File: src/rtl/i2c_slave_ctrl.sv
// Sequencing controller for an I2C slave transmitter: address ACK decision, shift enables,
// TX FIFO pop and SDA output-mode select, driven by timer and bus-condition strobes.
module i2c_slave_ctrl (
  input  logic       clk,
  input  logic       rst,
  input  logic       start_found,
  input  logic       stop_found,
  input  logic       byte_received,
  input  logic       ack_prep,
  input  logic       check_ack,
  input  logic       ack_done,
  input  logic       rw_mode,
  input  logic       address_match,
  input  logic       sda_in,
  input  logic       tx_fifo_empty,
  output logic       rx_enable,
  output logic       tx_enable,
  output logic       load_data,
  output logic       read_enable,
  output logic [1:0] sda_mode,
  output logic       underrun,
  output logic [7:0] bytes_sent
);

  typedef enum logic [3:0] {
    StIdle     = 4'd0,
    StAddr     = 4'd1,
    StDecide   = 4'd2,
    StAckAddr  = 4'd3,
    StNackAddr = 4'd4,
    StLoad     = 4'd5,
    StTx       = 4'd6,
    StWaitAck  = 4'd7,
    StAcked    = 4'd8,
    StWaitStop = 4'd9
  } state_e;

  state_e     state_q, state_d;
  logic       underrun_q, underrun_d;
  logic [7:0] bytes_sent_q, bytes_sent_d;

  // The ACK window opening needs no action: sda_mode is already set by the state.
  logic unused_ack_prep;
  assign unused_ack_prep = ack_prep;

  always_comb begin
    state_d = state_q;
    if (state_q == StIdle) begin
      if (start_found) state_d = StAddr;
    end else if (stop_found) begin
      state_d = StIdle;
    end else if (start_found) begin
      state_d = StAddr;
    end else begin
      case (state_q)
        StAddr:     if (byte_received) state_d = StDecide;
        StDecide:   state_d = (address_match && rw_mode) ? StAckAddr : StNackAddr;
        StAckAddr:  if (ack_done) state_d = StLoad;
        StNackAddr: if (ack_done) state_d = StIdle;
        StLoad:     state_d = StTx;
        StTx:       if (byte_received) state_d = StWaitAck;
        StWaitAck:  if (check_ack) state_d = sda_in ? StWaitStop : StAcked;
        StAcked:    if (ack_done) state_d = StLoad;
        StWaitStop: state_d = StWaitStop;
        default:    state_d = StIdle;
      endcase
    end
  end

  always_comb begin
    bytes_sent_d = bytes_sent_q;
    if (state_d == StAddr) begin
      bytes_sent_d = 8'd0;
    end else if (state_q == StWaitAck && state_d == StAcked) begin
      bytes_sent_d = bytes_sent_q + 8'd1;
    end
    underrun_d = underrun_q | (state_q == StLoad && tx_fifo_empty);
  end

  always_ff @(posedge clk or posedge rst) begin
    if (rst) begin
      state_q      <= StIdle;
      underrun_q   <= 1'b0;
      bytes_sent_q <= 8'd0;
    end else begin
      state_q      <= state_d;
      underrun_q   <= underrun_d;
      bytes_sent_q <= bytes_sent_d;
    end
  end

  // Outputs decode from state_q only, so an asynchronous reset releases SDA immediately.
  always_comb begin
    rx_enable   = 1'b0;
    tx_enable   = 1'b0;
    load_data   = 1'b0;
    read_enable = 1'b0;
    sda_mode    = 2'd0;
    case (state_q)
      StAddr:     rx_enable = 1'b1;
      StAckAddr:  sda_mode = 2'd1;
      StNackAddr: sda_mode = 2'd2;
      StLoad: begin
        load_data   = 1'b1;
        read_enable = !tx_fifo_empty;
      end
      StTx: begin
        tx_enable = 1'b1;
        sda_mode  = 2'd3;
      end
      default: ;
    endcase
  end

  assign underrun   = underrun_q;
  assign bytes_sent = bytes_sent_q;

endmodule

File: config.mk
export PLATFORM = sky130hd
export DESIGN_NAME = i2c_slave_ctrl
export DESIGN_NICKNAME = d
export VERILOG_FILES = /design/src/rtl/i2c_slave_ctrl.sv
export SDC_FILE = /design/constraint.sdc
export NUM_CORES = 1
export LEC_CHECK = 0
export CORE_UTILIZATION = 43
export DETAILED_ROUTE_END_ITERATION = 10
export PLACE_DENSITY = 0.74
export REMOVE_ABC_BUFFERS = 1
export SLEW_MARGIN = 0
export SYNTH_ARGS = -nofsm -noshare
export SYNTH_HDL_FRONTEND = slang
export SYNTH_SLANG_ARGS = --single-unit
File: constraint.sdc
create_clock -name clk -period 1.65 [get_ports clk]
set_clock_uncertainty 0.2 [all_clocks]
set_input_delay 0.165 -clock clk [delete_from_list [all_inputs] [get_ports clk]]
set_output_delay 0.165 -clock clk [all_outputs]
set_load 0.03 [all_outputs]
==> qor.txt <==
Worst Path Max Fanout - 14
Synth top cells by count - dfrtp_1, nor2_1, nand3_1
Die Width - 50.1 um
Origin of the worst setup path - state_q[0]
Critical-path cell list - buf_12 > and4bb_1 > a31oi_4 > o21ai_2 > o31a_1 > and3_4 > nor2_2
Adder-Cell Fraction of Synth Area - 1.26%
Most frequent cell after synthesis - dfrtp_1
Complex-gate fraction of the synthesized area - 15.9%
Worst hold-check path type - in -> async
Initial antenna violation count - 0
Cell Pwr Density - 475 nW/um^2
Total GRT Usage - 22.8%
Leak pwr - 0.720 nW
Fmax - 0.522 GHz
Routability Congestion - 0.890
Final Max Tran Viols - 0
DPL Wire Length - 1.84 mm
CTS tree - yes
Fraction of layout cells with a size suffix above 1 - 40.9%
Layout area overhead - 56.3%
Setup violations, final - 16
Die H - 50.1 um
Starting Density - 45.3%
Flop2flop setup slack - -0.27 ns
Main combinational cell family by area after synthesis - simple AND/OR/NAND/NOR gates
FF-to-FF Start - state_q[0]
Seq pwr share - 44.5%
Setup CP Type - reg -> reg
Proportion of synthesized area in mux cells - 1.01%
DR WL/cell - 14.0 um
DRC - 0
Worst-Skew Late Latency - 0.29 ns
Total grt overflow - 0
Largest net degree at the start of global routing - 15
Number of buffers created by CTS - 3
DIE AREA - 2510 um^2
Number of global-route vias before repair - 983
Number of synthesized flops with an enable pin - 0
Root Buffer - clkbuf_4
Via Count - 1,010
Depth of the CTS H-tree - 1
Final #Nets - 173
Internal power - 0.000518 W
Mapped Area - 993 um^2
Vias/cell - 5.40
Worst Setup Slack, final - -0.266 ns
Post-cts hold buffer count - 0
Slowest cell delay on critical path - 0.41 ns
RSZ-0062 raised after global routing - yes
First-pass GRT wire length - 4.27 mm
Crit end category - register
Place WS - -0.493 ns
Top area cells in the synthesized netlist - dfrtp_1, xnor2_1, nor2_2
CTS Sinks - 13
Critical path launch point type - register
Detailed-route wire length - 2.61 mm
Post-synth top area cell - dfrtp_1
Yosys cell types - 38
Detailed Routing Iterations Pass 1 - 5
Total power - 0.000737 W
Outcome - finished, violations left
Post-Syn Instances - 109
Endpoints failing hold - 13
Ant. Diodes - 0
Register clock-pin slew on the reported worst setup and hold paths - 0.08 ns
Post-route ant nets - 0
Max_cap viols - 0
Core Rows - 17
Reg2reg path depth - 7
Worst setup endpoint - bytes_sent[5]
Crit share post-route - 116%
Violated checks - negative hold slack, negative setup slack
Drt first-iter violations - 21
Top_reg_cell synth - dfrtp_1
Slew margin rel. - 68.2%
Synth warnings - 0
Min Clock Period, post-route - 1.92 ns
Yosys top cell area share - 32.7%
Seq/Total Area, Yosys - 32.7%
Worst R2R End - bytes_sent[5]
I/O pins - 27
Logic gate share of total power - 28.0%
Port Buffers - 25
Flops & latches, synth - 13
Worst-Margin Slew - 0.477 ns
Hold_ws - -0.00531 ns
Post-Synth Simple-Gate Area - 35.3%
Core footprint - 2190 um^2
Max VDD drop - 0.000367 V
Max Root-Sink Buffers - 2
Avg Inst Size Synth - 9.11 um^2
Async S/R FF share, synth - 100%
NetSw - 0.000219 W
Switching Share - 29.7%
Xor and xnor area share after synthesis - 7.05%
Slowest-stage cell, CP - dfrtp_1
CP Data Required Time - 1.68 ns
Clock group share of total power - 27.5%
CP arrival - 1.94 ns
power groups by stage:
stage	logic, W	registers, W	clock network, W
after floorplan	0.0000692	0.000347	0
final	0.000206	0.000328	0.000203
after detailed placement	0.000173	0.000335	0
after global routing	0.000223	0.000328	0.000223
after CTS	0.000194	0.000328	0.000206
after global placement	0.000169	0.000334	0
placed cells by master (no fill, tap or decap), types with 3 or more instances in the layout:
master	count
buf_4	22
dlygate4sd2_1	9
nor2_1	8
nand3_1	8
dfrtp_1	10
clkbuf_4	3
nand2b_1	5
xnor2_1	7
clkdlybuf4s50_1	10
dfrtp_2	3
and2_1	3
inv_1	3
buf_6	10
nand2_1	7
nor2_2	10
area by class of cell:
class                      count  area [um^2]
multi-input combinational     85          663
fill                         165          638
timing repair buffer          52          477
sequential                    13          329
tap                           28         35.0
clock buffer                   3         22.5
inverter                       5         21.3
clock inverter                 1         5.00
worst min path at each step:
stage | cells after the start | end | slack, ns | from
after global placement | 1 | underrun | 0.24 | underrun
after floorplan | 1 | bytes_sent[0] | -0.16 | rst
final | 2 | state_q[0] | -0.005 | rst
after CTS | 2 | bytes_sent[6] | 0.003 | rst
after global routing | 2 | bytes_sent[5] | 0.03 | rst
after detailed placement | 1 | underrun | 0.26 | underrun
metrics by stage:
stage | std cells | utilization, % | instance area, um^2 | hold slack (ns) | TNS (ns)
after floorplan | 103 | - | 945 | -0.158 | -3.42
final | 187 | 70.9 | 1550 | -0.00531 | -2.76
after global routing | 187 | 70.9 | 1550 | 0.0289 | -3.97
after global placement | 176 | 62.9 | 1380 | 0.241 | -3.28
after detailed placement | 176 | 62.9 | 1380 | 0.262 | -3.81
after CTS | 186 | 69.1 | 1510 | 0.00279 | -2.69
worst max-delay path, delay by kind of cell, from the launching register on:
family / cells / cell delay (ns)
AOI/OAI and AO/OA: 3 / 0.56
and+or+nand+nor: 3 / 0.54
DFF: 1 / 0.41
buffers and inverters: 1 / 0.15
state kept, by name, summed over array words and instances (netlist names):
| register | count |
|---|---|
| bytes_sent | 8 |
| state_q | 4 |
| underrun | 1 |
per-layer routing:
layer  part of all wire (%)  up-vias  global-route usage (%)  wire, um
li1                       -      484                       -         -
met1                     41      488                    28.8      1070
met3                    4.3        7                    3.70       111
met5                      0        -                       0         0
met4                    2.1        0                    8.10        56
met2                     52       31                    38.4      1370
timing repair:
item,4_1_cts,5_1_grt
buffers inserted,6,1
pin swaps,7,6
endpoints found under the setup margin,26,18
gates resized for setup,28,9
logic make-up after synthesis:
logic type	count (synthesis)
AO/OA/AOI/OAI	15
XOR/XNOR	8
adder cells (fa/ha/maj)	1
buffers and inverters	11
flip-flops	13
multiplexers	1
AND/OR/NAND/NOR	60
No activity file was read; power rests on OpenSTA's default activity.
